==> config.mk <==
export PLATFORM = sky130hd
export DESIGN_NAME = axi_ar_arbiter
export DESIGN_NICKNAME = d
export VERILOG_FILES = /design/src/rtl/axi_arb_pkg.sv /design/src/rtl/axi_rr_arbiter.sv /design/src/rtl/axi_ar_arbiter.sv
export SDC_FILE = /design/constraint.sdc
export NUM_CORES = 1
export LEC_CHECK = 0
export BUFFER_PORTS_ARGS = -buffer_cell sky130_fd_sc_hd__buf_2
export CORE_MARGIN = 2
export CORE_UTILIZATION = 25
export CTS_CLUSTER_DIAMETER = 30
export DETAILED_ROUTE_END_ITERATION = 8
export GPL_TIMING_DRIVEN = 0
export PLACE_DENSITY = 0.57
export RECOVER_POWER = 100
export SLEW_MARGIN = 20
export SYNTH_ARGS = -nofsm -noshare
export SYNTH_HDL_FRONTEND = slang
export SYNTH_SLANG_ARGS = --single-unit
==> constraint.sdc <==
create_clock -name clk_i -period 5.65 [get_ports clk_i]
set_input_delay 0.2825 -clock clk_i [delete_from_list [all_inputs] [get_ports clk_i]]
set_output_delay 0.2825 -clock clk_i [all_outputs]
set_load 0.1 [all_outputs]
==> src/rtl/axi_arb_pkg.sv <==
// Shared widths, AR attribute field offsets and sizing helper for the AR arbiter.
package axi_arb_pkg;

    // Attribute packing, MSB to LSB: {cache,prot,lock,burst,size,len,qos,region}
    localparam int ATTR_W     = 29;
    localparam int REGION_LSB = 0;
    localparam int QOS_LSB    = 4;
    localparam int LEN_LSB    = 8;
    localparam int SIZE_LSB   = 16;
    localparam int BURST_LSB  = 19;
    localparam int LOCK_LSB   = 21;
    localparam int PROT_LSB   = 22;
    localparam int CACHE_LSB  = 25;

    function automatic int sel_width(input int n);
        return (n > 1) ? $clog2(n) : 1;
    endfunction

endpackage

==> src/rtl/axi_rr_arbiter.sv <==
// Round-robin grant among N requesters, search starts at the slot after the last grant.
// Latency: combinational grant; pointer advances on the clock after a grant.
// Backpressure: en_i low suppresses all grants and freezes the pointer.
module axi_rr_arbiter
    import axi_arb_pkg::*;
#(
    parameter int  N     = 4,
    localparam int SEL_W = sel_width(N)
) (
    input  logic             clk_i,
    input  logic             rst_i,
    input  logic [N-1:0]     req_i,
    input  logic             en_i,
    output logic [N-1:0]     gnt_o,
    output logic [SEL_W-1:0] gnt_idx_o
);

    logic [SEL_W-1:0] rr_ptr_q;
    logic [SEL_W-1:0] rr_ptr_d;
    logic             found;

    always_comb begin
        gnt_o     = '0;
        gnt_idx_o = '0;
        found     = 1'b0;
        for (int i = 0; i < N; i++) begin
            if (!found && en_i && req_i[(int'(rr_ptr_q) + i) % N]) begin
                found                              = 1'b1;
                gnt_idx_o                          = SEL_W'((int'(rr_ptr_q) + i) % N);
                gnt_o[(int'(rr_ptr_q) + i) % N]    = 1'b1;
            end
        end
    end

    always_comb begin
        rr_ptr_d = rr_ptr_q;
        if (found) begin
            rr_ptr_d = (gnt_idx_o == SEL_W'(N - 1)) ? '0 : gnt_idx_o + SEL_W'(1);
        end
    end

    always_ff @(posedge clk_i or posedge rst_i) begin
        if (rst_i) begin
            rr_ptr_q <= '0;
        end else begin
            rr_ptr_q <= rr_ptr_d;
        end
    end

endmodule

==> src/rtl/axi_ar_arbiter.sv <==
// Shares one AXI AR channel among N requesters with per-requester outstanding-burst caps.
// Latency: 1 cycle from requester handshake to master_valid_o; one grant per cycle.
// Backpressure: a held output (valid & !ready) drops every slave_ready_o until it drains.
module axi_ar_arbiter
    import axi_arb_pkg::*;
#(
    parameter int  N_SLAVES        = 4,
    parameter int  ID_WIDTH        = 4,
    parameter int  ADDR_WIDTH      = 32,
    parameter int  USER_WIDTH      = 1,
    parameter int  MAX_OUTSTANDING = 8,
    localparam int SEL_W           = sel_width(N_SLAVES)
) (
    input  logic                           clk_i,
    input  logic                           rst_i,
    input  logic [N_SLAVES-1:0]            slave_valid_i,
    output logic [N_SLAVES-1:0]            slave_ready_o,
    input  logic [N_SLAVES*ADDR_WIDTH-1:0] slave_addr_i,
    input  logic [N_SLAVES*ATTR_W-1:0]     slave_attr_i,
    input  logic [N_SLAVES*ID_WIDTH-1:0]   slave_id_i,
    input  logic [N_SLAVES*USER_WIDTH-1:0] slave_user_i,
    output logic                           master_valid_o,
    output logic [ADDR_WIDTH-1:0]          master_addr_o,
    output logic [ATTR_W-1:0]              master_attr_o,
    output logic [ID_WIDTH+SEL_W-1:0]      master_id_o,
    output logic [USER_WIDTH-1:0]          master_user_o,
    input  logic                           master_ready_i,
    input  logic                           rdone_valid_i,
    input  logic [ID_WIDTH+SEL_W-1:0]      rdone_id_i,
    output logic [N_SLAVES-1:0]            slave_busy_o
);

    localparam int CNT_W = $clog2(MAX_OUTSTANDING + 1);

    logic [N_SLAVES-1:0]     eligible;
    logic [N_SLAVES-1:0]     gnt;
    logic [N_SLAVES-1:0]     dec;
    logic [SEL_W-1:0]        gnt_idx;
    logic [SEL_W-1:0]        rdone_idx;
    logic                    accept_en;
    logic                    rdone_lsb_unused;
    logic [CNT_W-1:0]        cnt_q [N_SLAVES];
    logic [CNT_W-1:0]        cnt_d [N_SLAVES];

    logic                    master_valid_q;
    logic [ADDR_WIDTH-1:0]   master_addr_q;
    logic [ATTR_W-1:0]       master_attr_q;
    logic [ID_WIDTH+SEL_W-1:0] master_id_q;
    logic [USER_WIDTH-1:0]   master_user_q;

    assign accept_en        = ~master_valid_q | master_ready_i;
    assign rdone_idx        = rdone_id_i[ID_WIDTH +: SEL_W];
    // Only the index bits steer the counters; the requester's own ID is irrelevant here.
    assign rdone_lsb_unused = ^rdone_id_i[ID_WIDTH-1:0];

    always_comb begin
        for (int k = 0; k < N_SLAVES; k++) begin
            eligible[k]     = slave_valid_i[k] && (cnt_q[k] < CNT_W'(MAX_OUTSTANDING));
            dec[k]          = rdone_valid_i && (int'(rdone_idx) == k) && (cnt_q[k] != '0);
            slave_busy_o[k] = (cnt_q[k] != '0);
        end
    end

    axi_rr_arbiter #(
        .N (N_SLAVES)
    ) u_rr (
        .clk_i     (clk_i),
        .rst_i     (rst_i),
        .req_i     (eligible),
        .en_i      (accept_en & ~rst_i),
        .gnt_o     (gnt),
        .gnt_idx_o (gnt_idx)
    );

    assign slave_ready_o = gnt;

    always_comb begin
        for (int k = 0; k < N_SLAVES; k++) begin
            unique case ({gnt[k], dec[k]})
                2'b10:   cnt_d[k] = cnt_q[k] + CNT_W'(1);
                2'b01:   cnt_d[k] = cnt_q[k] - CNT_W'(1);
                default: cnt_d[k] = cnt_q[k];
            endcase
        end
    end

    always_ff @(posedge clk_i or posedge rst_i) begin
        if (rst_i) begin
            for (int k = 0; k < N_SLAVES; k++) begin
                cnt_q[k] <= '0;
            end
        end else begin
            for (int k = 0; k < N_SLAVES; k++) begin
                cnt_q[k] <= cnt_d[k];
            end
        end
    end

    // A grant can only occur when the output slot is free or draining this cycle.
    always_ff @(posedge clk_i or posedge rst_i) begin
        if (rst_i) begin
            master_valid_q <= 1'b0;
            master_addr_q  <= '0;
            master_attr_q  <= '0;
            master_id_q    <= '0;
            master_user_q  <= '0;
        end else if (|gnt) begin
            master_valid_q <= 1'b1;
            master_addr_q  <= slave_addr_i[int'(gnt_idx)*ADDR_WIDTH +: ADDR_WIDTH];
            master_attr_q  <= slave_attr_i[int'(gnt_idx)*ATTR_W +: ATTR_W];
            master_id_q    <= {gnt_idx, slave_id_i[int'(gnt_idx)*ID_WIDTH +: ID_WIDTH]};
            master_user_q  <= slave_user_i[int'(gnt_idx)*USER_WIDTH +: USER_WIDTH];
        end else if (master_ready_i) begin
            master_valid_q <= 1'b0;
        end
    end

    assign master_valid_o = master_valid_q;
    assign master_addr_o  = master_addr_q;
    assign master_attr_o  = master_attr_q;
    assign master_id_o    = master_id_q;
    assign master_user_o  = master_user_q;

endmodule
Yosys cells after proc, flatten, opt, wreduce, memory -nomap -nowiden
Index checks and enable logic that the tools add are counted.
{"block": "totals", "reg_bits": 87, "elab_cells": 139}
{"block": "op_classes", "bitwise": 10, "muxes": 38, "n_eq_ne": 12, "magnitude_cmp": 12, "addsub": 12, "n_shift": 4, "n_mul": 1, "n_reduce_logical": 40}
{"operator": "128-bit by 8-bit indexed part select with 32-bit output", "count": 1}
{"operator": "116-bit by 8-bit indexed part select with 29-bit output", "count": 1}
{"operator": "4-bit one-hot mux with 2 select lines", "count": 4}
{"operator": "1-bit logical AND", "count": 23}
{"operator": "1-bit two-way mux", "count": 17}
{"operator": "4-bit by 1-bit adder with 4-bit output, second input constant", "count": 4}
{"operator": "4-bit less-than comparator, second input constant", "count": 4}
{"operator": "4-bit two-way mux", "count": 4}
{"operator": "4-bit nonzero test", "count": 4}
{"operator": "16-bit by 5-bit indexed part select with 4-bit output", "count": 1}
{"operator": "4-bit by 1-bit subtractor with 4-bit output, second input constant", "count": 4}
{"operator": "2-bit == test, second input constant", "count": 7}
{"operator": "3-bit by 4-bit less-than comparator with 1-bit output, second input constant", "count": 3}
{"operator": "4-bit bitwise OR", "count": 3}
{"operator": "2-bit by 1-bit == test with 1-bit output, second input constant", "count": 5}
{"operator": "2-bit two-way mux", "count": 5}
{"operator": "2-bit nonzero test", "count": 5}
{"operator": "3-bit by 1-bit >= comparator with 1-bit output, second input constant", "count": 3}
{"operator": "1-bit binary-select mux with 2-bit select", "count": 4}
{"operator": "1-bit demux with 2-bit select", "count": 4}
{"operator": "2-bit by 5-bit multiplier with 7-bit output, second input constant", "count": 1}
{"operator": "2-bit OR reduction", "count": 3}
{"operator": "2-bit by 1-bit adder with 2-bit output, second input constant", "count": 2}
{"operator": "2-bit adder, second input constant", "count": 2}
{"operator": "10 further kinds", "count": 15}

Longest topological paths before layout
Gate-level depths: netlist (run 1).
{"block": "depth", "word_depth": 20, "mapped_depth": 16, "ltp_nobuf": 15}

Cells and area by module
From an unflattened synthesis (run 1), not the netlist that was laid out.
{"block": "hier_totals", "hier_cells": 427, "area_unflattened_um2": 5984.5}
{"module": "axi_ar_arbiter", "seq_area_each_um2": 2127.0, "cells_each": 333, "n_inst": 1, "area_per_inst_um2": 5262.5}
{"module": "axi_rr_arbiter", "seq_area_each_um2": 50.0, "cells_each": 94, "n_inst": 1, "area_per_inst_um2": 721.9}

Worst setup path before layout (run 1)
No wires, ideal clock.
{"block": "synth_timing", "path_kind": "input to register", "from": "input port rst_i", "to": "register cnt_q[7] in the netlist's numbering", "path_slack_ns": 0.251, "arrival_ns": 5.274, "stages": 12, "t_required_ns": 5.525, "cell_sequence": "inv_1 -> nand2_1 -> a21oi_1 -> a221o_1 -> inv_1 -> ha_1 -> ha_1 -> a21o_1 -> a21oi_1 -> xnor2_1 -> nor2_1 -> xor2_1"}
{"block": "synth_via", "elab_chain_cells": 18}
{"item": "from (decl)", "line": "axi_ar_arbiter.sv:15", "rtl": "input logic rst_i,"}
{"item": "1-bit NOT (*)", "line": "axi_ar_arbiter.sv:70", "rtl": ".en_i (accept_en & ~rst_i),"}
{"item": "1-bit AND (*)", "line": "axi_ar_arbiter.sv:70"}
{"item": "1-bit logical AND", "line": "axi_rr_arbiter.sv:27", "rtl": "if (!found && en_i && req_i[(int'(rr_ptr_q) + i) % N]) begin"}
{"item": "1-bit two-way mux", "line": "axi_rr_arbiter.sv:27"}
{"item": "1-bit logical NOT", "line": "axi_rr_arbiter.sv:27"}
{"item": "1-bit logical AND (2 in series)", "line": "axi_rr_arbiter.sv:27"}
{"item": "1-bit two-way mux", "line": "axi_rr_arbiter.sv:27"}
{"item": "1-bit logical NOT", "line": "axi_rr_arbiter.sv:27"}
{"item": "1-bit logical AND (2 in series)", "line": "axi_rr_arbiter.sv:27"}
{"item": "1-bit two-way mux", "line": "axi_rr_arbiter.sv:27"}
{"item": "1-bit logical NOT", "line": "axi_rr_arbiter.sv:27"}
{"item": "1-bit logical AND (2 in series)", "line": "axi_rr_arbiter.sv:27"}
{"item": "4-bit two-way mux (*)", "line": "axi_rr_arbiter.sv:27"}
{"item": "named net slave_ready_o[2]", "line": "axi_ar_arbiter.sv:17", "rtl": "output logic [N_SLAVES-1:0] slave_ready_o,"}
{"item": "2-bit by 1-bit == test with 1-bit output or 2-bit == test (tied branches)", "line": "axi_ar_arbiter.sv:79", "rtl": "unique case ({gnt[k], dec[k]})"}
{"item": "4-bit one-hot mux with 2 select lines or 2-bit nonzero test (tied branches)"}
{"item": "to (signal, indexed assignment)", "line": "axi_ar_arbiter.sv:94", "rtl": "cnt_q[k] <= cnt_d[k];"}
{"item": "to (decl)", "line": "axi_ar_arbiter.sv:42", "rtl": "logic [CNT_W-1:0] cnt_q [N_SLAVES];"}
The timed path passes the listed nets; every way through them passes the cells marked *.
A chain may end at the register's enable or synchronous reset.

Final worst setup path (run 1)
{"block": "layout_timing", "from": "register u_rr.rr_ptr_q[0]", "to": "register master_attr_q[28] (netlist: master_attr_o[28])"}
{"block": "layout_via", "elab_chain_cells": 18}
{"item": "from (decl)", "line": "axi_rr_arbiter.sv:18", "rtl": "logic [SEL_W-1:0] rr_ptr_q;"}
{"item": "from (signal assigned)", "line": "axi_rr_arbiter.sv:46", "rtl": "rr_ptr_q <= rr_ptr_d;"}
{"item": "branches (longest 18 deep; another with 2-bit by 1-bit adder with 2-bit output)"}
{"item": "to (signal assigned)", "line": "axi_ar_arbiter.sv:110", "rtl": "master_attr_q <= slave_attr_i[int'(gnt_idx)*ATTR_W +: ATTR_W];"}
{"item": "to (decl)", "line": "axi_ar_arbiter.sv:47", "rtl": "logic [ATTR_W-1:0] master_attr_q;"}
Parallel ways; which one is timed is not known. The select of a mux whose other input is x is not followed.

==> results.rst, run 1 <==
.. list-table::
   :header-rows: 1

   * - Metric
     - Value
   * - Top fanout value on the critical path
     - 10
   * - Area of the multi-input gates
     - 0.00399 mm2
   * - Area enclosed by the die boundary
     - 0.0271 mm2
   * - Gate count after technology mapping
     - 562
   * - Dominant cell type by count on the critical path
     - clkbuf_1
   * - First-pass GRT wire length
     - 30400 um
   * - Final routed DRC violation total
     - 0
   * - Worst EP required
     - 5880 ps
   * - Clk Latency, worst-skew pair
     - 350 ps
   * - Yosys warning total
     - 0
   * - Layout net count
     - 1227
   * - Die boundary width
     - 165 um
   * - Number of detailed-route iterations in the first pass
     - 4
   * - Proportion of synthesized flip-flops having asynchronous set or reset
     - 1.00
   * - Dpl ws
     - 972 ps
   * - Kind of end point of the critical path
     - register
   * - Slowest stage cell on the critical path
     - nor4_4
   * - Total of fill cells in the finished design
     - 2646
   * - Maximum number of pins on one net before global-route repair
     - 56
   * - Kind of cell with the highest combined delay on the critical path
     - simple AND/OR/NAND/NOR gates
   * - Summed instance area of the synthesized netlist
     - 0.00646 mm2
   * - Transition time at the pin with the least slew margin
     - 1310 ps
   * - Number of cells upsized or downsized after cts
     - 0
   * - Via density per instance
     - 4.51
   * - WL final
     - 21300 um
   * - Count of buffers from port buffering
     - 350
   * - Crit start category
     - register
   * - Total track usage
     - 0.149
   * - Vias after detailed routing
     - 5683
   * - Arrival time reported for the critical path endpoint
     - 5130 ps
   * - Post-detail-place hpwl
     - 17000 um
   * - Maximum level of the CTS H-tree
     - 3
   * - Post-synthesis cell type count
     - 46
   * - Relative area change from synthesis to final layout
     - 37.0%
   * - Core Region
     - 0.0253 mm2
   * - Library cell used as clock root buffer
     - clkbuf_16
   * - Post-CTS Hold Buffers
     - 1
   * - Synth Area in XOR/XNOR
     - 0.0217
   * - Number of DRC markers in iteration 0
     - 176
   * - Simple logic cell fraction of the synthesized area
     - 0.0639
   * - # rows
     - 58
   * - Min Tclk post-route
     - 4900 ps
   * - Post-CTS setup buffers
     - 0
   * - Cell type with the largest total area after synthesis
     - dfrtp_1
   * - Weighted congestion reported at the end of routability-driven placement
     - 0.774
   * - Ranking of synthesized cells by area
     - dfrtp_1 (34%), mux2i_1 (31%), mux2_2 (11%), ha_1 (3.9%), buf_2 (1.5%)
   * - Share of the clock period used by the worst path
     - 0.867
   * - Largest incremental delay on the critical path
     - 740 ps
   * - Clock skew after layout
     - 11.4 ps
   * - Sink count of the clock tree
     - 87
   * - Antenna Cells
     - 0
   * - Top-count cell post-synth
     - mux2i_1
   * - Register area share after synthesis
     - 0.337
   * - Mean post-synth cell area
     - 11.5 um2
   * - Post-synthesis share of cell area spent on full adders, half adders and majority gates
     - 0.0511
   * - CTS Buf Count
     - 9
   * - Cell chain of the critical path
     - clkbuf_1 > inv_1 > ha_1 > or4bb_1 > and4_1 > o311a_1 > a221o_1 > nor4_4 > clkbuf_1 > mux2_2
   * - Largest family of logic cells by synthesized area
     - multiplexers
   * - Max-slew violations
     - 0
   * - Slew HR
     - 0.128
   * - Clock tree from TritonCTS
     - yes
   * - Worst Slack Setup Final
     - 752 ps
   * - Top flip-flop cell by instance count after synthesis
     - dfrtp_1
   * - Hold Fails Final Rpt
     - 0
   * - CP Class
     - register to register
   * - Number of nets produced by synthesis
     - 864
   * - Final setup fails
     - 0
   * - Height of the die
     - 165 um
   * - Synth top area share
     - 0.337
   * - Initial core utilization
     - 0.256
   * - Cell types with the highest counts after synthesis
     - mux2i_1 (201), dfrtp_1 (87), mux2_2 (64)
   * - Mux share of post-synthesis cell area
     - 0.432
   * - Vias in the first global route
     - 5492
   * - Antenna viol nets, final
     - 0
   * - Number of top-level design ports
     - 355
   * - EDFF count, synth
     - 0
   * - Clock transition at the registers of the reported paths
     - 80 ps
   * - Compound-cell area share of the yosys netlist
     - 0.0486
   * - Crit path buf inv count
     - 3
   * - Worst hold path type
     - primary input to register
   * - Setup repair after global routing missed its margin
     - no
   * - Status
     - finished, final reports clean
   * - Sequential cell area
     - 0.00218 mm2
   * - Antenna violations before repair
     - 0
   * - Maximum operating frequency
     - 204 MHz
   * - Ratio of cells with drive above 1 in the final layout
     - 0.414
   * - Wirelength per Cell
     - 16.9 um
   * - Final global-route overflow total
     - 0
   * - Largest buffer count on any clock path
     - 2
   * - Number of max-cap violations
     - 0
   * - Number of synthesized register bits
     - 87
==> cell families (layout without fill, tap and decap cells) <==
family | count (synthesis) | after routing
XOR/XNOR | 16 | 16
AND/OR/NAND/NOR | 68 | 68
flip-flops | 87 | 87
adder cells (fa/ha/maj) | 24 | 24
multiplexers | 269 | 269
AO/OA/AOI/OAI | 45 | 45
buffers and inverters | 53 | 421
==> final timing paths <==
kind | startpoint | depth (start not counted) | slack [ps] | to
max reg2reg | u_rr.rr_ptr_q[0] | 10 | 750 | master_attr_o[28]
min | master_ready_i | 3 | 250 | master_valid_o
min in group asynchronous | rst_i | 3 | 490 | master_attr_o[0]
min reg2reg | master_addr_o[0] | 1 | 490 | master_addr_o[0]
max in group asynchronous | rst_i | 4 | 4580 | master_attr_o[25]
max | u_rr.rr_ptr_q[0] | 10 | 750 | master_attr_o[28]
==> worst min-delay path, delay by kind of cell <==
kind / cells / cell delay, ps
buffers and inverters: 1 / 70
and+or+nand+nor: 2 / 210
==> layer usage <==
metal | GRT usage | wire length [um] | vias to the layer above
met5 | 0 | 0 | -
met4 | 0.0510 | 444 | 0
met3 | 0.0284 | 1300 | 22
met2 | 0.261 | 10500 | 206
met1 | 0.183 | 9040 | 2660
li1 | - | - | 2795
==> per-stage QoR <==
| stage | instances | utilization | hold WS [ps] | cell area [um2] | setup TNS, ps |
|---|---|---|---|---|---|
| global route | 1260 | 0.350 | 291 | 8850 | 0 |
| floorplan | 562 | - | 472 | 6460 | 0 |
| detailed placement | 1243 | 0.343 | 295 | 8660 | 0 |
| CTS | 1260 | 0.355 | 229 | 8960 | 0 |
| finish | 1260 | 0.350 | 249 | 8850 | 0 |
| global placement | 1242 | 0.341 | 473 | 8620 | -51950 |
==> final cells by class <==
type                    instances  share of cell area
plain buffers                  33              0.0240
well taps                     330              0.0467
repair buffers                352               0.191
inverters                      20             0.00905
multi-input cells             422               0.450
clock buffers                  10              0.0270
flip-flops and latches         87               0.246
clock inverters                 6             0.00580
==> sequential cells by signal (all words and copies together), names as in the netlist <==
name and count:
cnt_q 16, master_addr_o 32, master_attr_o 29, master_id_o 6, master_user_o 1, master_valid_o 1, u_rr.rr_ptr_q 2
==> layout by cell type, fill, tap and decap left out, types with 5 or more instances in the layout <==
cell type	instances
xnor2_1	8
mux2i_1	201
buf_4	5
a21o_1	6
ha_1	20
buf_6	7
mux2_2	64
a21oi_1	13
nand3_1	8
clkbuf_1	85
dfrtp_1	87
buf_2	286
nand2b_1	9
a221o_1	6
nand2_1	13
xor2_1	8
o21ai_0	11
nor2_1	9
inv_1	19
clkbuf_16	9
Power of run 1 is left out: the tool's default activity adds up to more than one toggle a clock period on the data nets, which glitch-free logic cannot reach.
==> run 2: changes to the inputs <==
--- a/config.mk
+++ b/config.mk
@@ -5,13 +5,13 @@
 export SDC_FILE = /design/constraint.sdc
 export NUM_CORES = 1
 export LEC_CHECK = 0
-export BUFFER_PORTS_ARGS = -buffer_cell sky130_fd_sc_hd__buf_2
-export CORE_MARGIN = 2
-export CORE_UTILIZATION = 25
+export CORE_AREA = 2 2 139 141
 export CTS_CLUSTER_DIAMETER = 30
 export DETAILED_ROUTE_END_ITERATION = 8
+export DIE_AREA = 0 0 141 143
+export DONT_BUFFER_PORTS = 1
 export GPL_TIMING_DRIVEN = 0
-export PLACE_DENSITY = 0.57
+export PLACE_DENSITY = 0.56
 export RECOVER_POWER = 100
 export SLEW_MARGIN = 20
 export SYNTH_ARGS = -nofsm -noshare
==> results.rst, run 2 (synthesized netlist as in run 1, its figures left out) <==
.. list-table::
   :header-rows: 1

   * - Metric
     - Value
   * - Ratio of cells with drive above 1 in the final layout
     - 0.193
   * - Top fanout value on the critical path
     - 10
   * - Height of the die
     - 143 um
   * - Status
     - finished, final reports clean
   * - Arrival time reported for the critical path endpoint
     - 5390 ps
   * - Final routed DRC violation total
     - 0
   * - Antenna Cells
     - 0
   * - Number of DRC markers in iteration 0
     - 232
   * - Min Tclk post-route
     - 5170 ps
   * - Dpl ws
     - 648 ps
   * - Crit start category
     - register
   * - Vias after detailed routing
     - 4706
   * - Initial core utilization
     - 0.348
   * - Relative area change from synthesis to final layout
     - 9.34%
   * - Clock transition at the registers of the reported paths
     - 70 ps
   * - Antenna viol nets, final
     - 0
   * - Share of the clock period used by the worst path
     - 0.915
   * - Final Util
     - 0.380
   * - Largest buffer count on any clock path
     - 2
   * - Total track usage
     - 0.174
   * - Sequential cell area
     - 0.00218 mm2
   * - # rows
     - 50
   * - Most frequent standard cell in the layout excluding fill and tap cells
     - mux2i_1
   * - Most frequent cells in the layout
     - mux2i_1 (201), dfrtp_1 (87), mux2_2 (64)
   * - Clock skew after layout
     - 9.26 ps
   * - CTS Buf Count
     - 9
   * - Worst Slack Setup Final
     - 480 ps
   * - Hold Worst Slack
     - 180 ps
   * - Number of max-cap violations
     - 0
   * - Slew HR
     - 0.175
   * - Kind of end point of the critical path
     - register
   * - Weighted congestion reported at the end of routability-driven placement
     - 0.850
   * - First-pass GRT wire length
     - 26700 um
   * - Final setup fails
     - 0
   * - Via density per instance
     - 5.78
   * - Hold Fails Final Rpt
     - 0
   * - Wirelength per Cell
     - 23.0 um
   * - Sum of negative setup slack
     - 0 ps
   * - Final global-route overflow total
     - 0
   * - CP Class
     - register to register
   * - Antenna violations before repair
     - 0
   * - Area enclosed by the die boundary
     - 0.0202 mm2
   * - Transition time at the pin with the least slew margin
     - 1240 ps
   * - Maximum operating frequency
     - 193 MHz
   * - Setup repair after global routing missed its margin
     - no
   * - Die boundary width
     - 141 um
   * - Number of top-level design ports
     - 355
   * - Layout net count
     - 877
   * - Library cell used as clock root buffer
     - clkbuf_16
   * - Worst EP required
     - 5870 ps
   * - Clk Latency, worst-skew pair
     - 340 ps
   * - Number of detailed-route iterations in the first pass
     - 4
   * - Vias in the first global route
     - 4705
   * - Worst hold path type
     - primary input to register
   * - Sink count of the clock tree
     - 87
   * - Number of flip-flops in the largest register
     - 32
   * - Core Region
     - 0.0186 mm2
   * - Number of cells upsized or downsized after cts
     - 0
   * - Max-slew violations
     - 0
   * - Clock tree from TritonCTS
     - yes
   * - Area of the multi-input gates
     - 0.00398 mm2
   * - Maximum level of the CTS H-tree
     - 3
   * - Post-detail-place hpwl
     - 15000 um
   * - Slack of the worst reg-to-reg path
     - 480 ps
   * - Maximum number of pins on one net before global-route repair
     - 55
   * - Count of buffers from port buffering
     - 0
   * - WL final
     - 18700 um
   * - Total of fill cells in the finished design
     - 1784
run 2: cell count changes in the layout (fill, tap and decap cells not counted):
cell        before  now
buf_2          286   16
clkbuf_1        85    7
a221oi_1         0    1
a221oi_2         1    0
buf_4            5    4
clkinv_4         1    2
clkinvlp_4       3    2
inv_8            1    0
run 2: cell type report:
class | count | share of cell area
plain buffers | 33 | 0.0299
clock buffers | 11 | 0.0344
clock inverters | 5 | 0.00585
inverters | 20 | 0.0113
multi-input cells | 422 | 0.563
flip-flops and latches | 87 | 0.308
well taps | 234 | 0.0415
repair buffers | 2 | 0.00532
run 2: worst paths after layout:
check | from | to | cells past startpoint
worst min-delay path | master_ready_i | master_valid_o | 2
min in group asynchronous | rst_i | master_addr_o[20] | 2
worst min register to register | cnt_q[0] | cnt_q[0] | 1
max in group asynchronous | rst_i | master_attr_o[18] | 3
worst max register to register | u_rr.rr_ptr_q[0] | master_addr_o[5] | 11
worst max-delay path | u_rr.rr_ptr_q[0] | master_addr_o[5] | 11
run 2: repair_timing:
| action | CTS | global route |
|---|---|---|
| buffers inserted | 0 | 0 |
| endpoints found under the hold margin | 35 | 0 |
| hold buffers | 1 | 0 |
run 2: routing by layer:
metal / vias up / track usage / wire length (um) / share of wire
li1: 2096 / - / - / -
met1: 2335 / 0.217 / 7750 / 0.41
met2: 242 / 0.300 / 9400 / 0.50
met3: 33 / 0.0359 / 1150 / 0.062
met4: 0 / 0.0579 / 416 / 0.022
met5: - / 0 / 0 / 0
run 2: critical path: stages, from the launching register on:
cell      delay [ps]
dfrtp_1          500
buf_2            270
inv_1            220
ha_1             440
or4bb_1          520
and4_1           260
o311a_1          200
a221o_1          750
nor4_4           750
clkbuf_1         530
buf_6            260
mux2_2           350
run 2: metrics by stage:
step	instance area [um2]	instances
2_1_floorplan	6460	562
3_3_place_gp	6750	796
3_5_place_dp	6780	797
4_1_cts	7080	814
5_1_grt	7060	814
6_report	7060	814
Power of run 2 is left out for the same reason.
==> run 3: changes to the inputs <==
--- a/config.mk
+++ b/config.mk
@@ -5,13 +5,15 @@
 export SDC_FILE = /design/constraint.sdc
 export NUM_CORES = 1
 export LEC_CHECK = 0
+export ABC_AREA = 1
 export CORE_AREA = 2 2 139 141
+export CTS_BUF_LIST = sky130_fd_sc_hd__clkbuf_8
 export CTS_CLUSTER_DIAMETER = 30
 export DETAILED_ROUTE_END_ITERATION = 8
 export DIE_AREA = 0 0 141 143
 export DONT_BUFFER_PORTS = 1
 export GPL_TIMING_DRIVEN = 0
-export PLACE_DENSITY = 0.56
+export PLACE_DENSITY = 0.63
 export RECOVER_POWER = 100
 export SLEW_MARGIN = 20
 export SYNTH_ARGS = -nofsm -noshare
==> results.rst, run 3 <==
.. list-table::
   :header-rows: 1

   * - Metric
     - Value
   * - Worst EP required
     - 5910 ps
   * - Clock skew after layout
     - 21.1 ps
   * - Worst reg-to-reg path cell count
     - 14
   * - Number of cells upsized or downsized after cts
     - 0
   * - Arrival time reported for the critical path endpoint
     - 5010 ps
   * - Most frequent standard cell in the layout excluding fill and tap cells
     - nand2_1
   * - Launch instance of the worst register-to-register path
     - master_valid_o
   * - Maximum number of pins on one net before global-route repair
     - 50
   * - Register area share after synthesis
     - 0.283
   * - Gate count after technology mapping
     - 1242
   * - Sink count of the clock tree
     - 87
   * - Min Tclk post-route
     - 4750 ps
   * - Number of flip-flops in the largest register
     - 32
   * - Antenna viol nets, final
     - 0
   * - Mean post-synth cell area
     - 6.20 um2
   * - Critical Path Source
     - rst_i
   * - Kind of end point of the critical path
     - register
   * - Via density per instance
     - 5.27
   * - Library cell used as clock root buffer
     - clkbuf_8
   * - Clock tree from TritonCTS
     - yes
   * - Final routed DRC violation total
     - 0
   * - Met1 Wirelength
     - 10900 um
   * - Worst hold path type
     - primary input to register
   * - # rows
     - 50
   * - Startpoint of the tightest hold check path
     - slave_attr_i[16]
   * - Met2 WL post-DR
     - 13000 um
   * - Ratio of cells with drive above 1 in the final layout
     - 0.0706
   * - Ranking of synthesized cells by area
     - dfrtp_1 (28%), nand2_1 (22%), nand3_1 (14%), inv_1 (11%), nand3b_1 (6.3%)
   * - Status
     - finished, final reports clean
   * - Uppermost signal routing layer after detailed routing
     - met4
   * - Cell types with the highest counts after synthesis
     - nand2_1 (445), inv_1 (228), nand3_1 (220)
   * - Clk Latency, worst-skew pair
     - 390 ps
   * - Final setup fails
     - 0
   * - Crit start category
     - primary input
   * - Hold Fails Final Rpt
     - 0
   * - Number of nets produced by synthesis
     - 1544
   * - EDFF count, synth
     - 0
   * - First-pass GRT wire length
     - 39500 um
   * - WL final
     - 26500 um
   * - Largest buffer count on any clock path
     - 2
   * - CP Class
     - primary input to register
   * - Cell type with the largest total area after synthesis
     - dfrtp_1
   * - Share of the clock period used by the worst path
     - 0.841
   * - Total track usage
     - 0.255
   * - Height of the die
     - 143 um
   * - Die boundary width
     - 141 um
   * - Summed instance area of the synthesized netlist
     - 0.00770 mm2
   * - Vias after detailed routing
     - 7877
   * - Maximum level of the CTS H-tree
     - 3
   * - Top-count cell post-synth
     - nand2_1
   * - Sum of negative setup slack
     - 0 ps
   * - Vias in the first global route
     - 7273
   * - Top flip-flop cell by instance count after synthesis
     - dfrtp_1
   * - Top fanout value on the critical path
     - 49
   * - Maximum operating frequency
     - 210 MHz
   * - Initial core utilization
     - 0.415
   * - Slew HR
     - 0.263
   * - Relative area change from synthesis to final layout
     - 6.60%
   * - Layout net count
     - 1558
   * - Clock transition at the registers of the reported paths
     - 110 ps
   * - Number of DRC markers in iteration 0
     - 390
   * - Critical register-to-register path endpoint
     - master_id_o[4]
   * - Proportion of synthesized flip-flops having asynchronous set or reset
     - 1.00
   * - Antenna violations before repair
     - 0
   * - Yosys warning total
     - 0
   * - Most frequent cells in the layout
     - nand2_1 (447), inv_1 (230), nand3_1 (220)
   * - Wire length on met3
     - 1950 um
   * - Total of fill cells in the finished design
     - 2049
   * - Final global-route overflow total
     - 0
   * - Number of synthesized register bits
     - 87
   * - Weighted congestion reported at the end of routability-driven placement
     - 0.861
   * - Wirelength per Cell
     - 17.7 um
   * - Antenna Cells
     - 0
   * - Number of max-cap violations
     - 0
   * - Area enclosed by the die boundary
     - 0.0202 mm2
   * - Number of detailed-route iterations in the first pass
     - 5
   * - Setup repair after global routing missed its margin
     - no
   * - Critical path endpoint
     - master_id_o[4]
   * - Transition time at the pin with the least slew margin
     - 1100 ps
   * - Number of top-level design ports
     - 355
   * - CTS Buf Count
     - 9
   * - Synth top area share
     - 0.283
   * - Core Region
     - 0.0186 mm2
   * - Slack of the worst reg-to-reg path
     - 950 ps
   * - Post-synthesis cell type count
     - 34
   * - Max-slew violations
     - 0
   * - Post-detail-place hpwl
     - 20500 um
   * - Count of buffers from port buffering
     - 0
[run 3: worst max-delay path: stages]
cell           delay [ps]
dlygate4sd3_1         590
inv_6                 310
buf_16                300
o21ai_0               230
inv_1                 300
nand2_1               140
nor2_4                190
nand3_1               100
nand2_1                70
nor2_1                 40
nand2_1               800
nor2_1                160
nand2_1               330
clkinvlp_2            450
clkbuf_1              420
nand2_1               130
o21ai_0               100
[run 3: cell families (layout without fill, tap and decap cells)]
logic type,after synthesis,in the layout,synth area share
buf+inv,309,328,0.173
simple gates,789,789,0.471
fa+ha+maj,24,24,0.0429
xor+xnor,12,12,0.0136
flops,87,87,0.283
compound gates,21,21,0.0166
[run 3: worst min path at each step]
stage          slack (ps)  cells past startpoint                 to
2_1_floorplan         380                      1     master_valid_o
3_3_place_gp          380                      1     master_valid_o
3_5_place_dp          170                      1  master_addr_o[23]
4_1_cts               140                      4  master_attr_o[16]
5_1_grt               180                      4  master_attr_o[16]
6_report              170                      4  master_attr_o[16]
[run 3: final cells by class]
type	instances	area [um2]	area share
clock buffers	10	138	0.0168
clock inverters	6	68.8	0.00838
flip-flops and latches	87	2180	0.265
well taps	234	293	0.0357
multi-input cells	846	4180	0.509
inverters	238	902	0.110
repair buffers	3	47.5	0.00579
plain buffers	71	409	0.0498
[run 3: per-layer routing]
layer  vias up  track usage
met2       344        0.435
li1       3824            -
met3        35       0.0496
met5         -            0
met1      3674        0.322
met4         0       0.0911
[run 3: per-stage QoR]
stage	util	instance area [um2]	cells	worst slack, ps	hold WS (ps)
floorplan	-	7700	1242	1320	379
global placement	0.430	8000	1476	333	383
detailed placement	0.432	8030	1477	1450	174
CTS	0.444	8250	1495	1200	144
global route	0.442	8210	1495	471	185
finish	0.442	8210	1495	897	170
[run 3: repair_timing]
action                                 4_1_cts  5_1_grt
buffers inserted                             0        0
endpoints found under the hold margin       40        0
hold buffers                                 2        0
Power of run 3 is left out for the same reason.
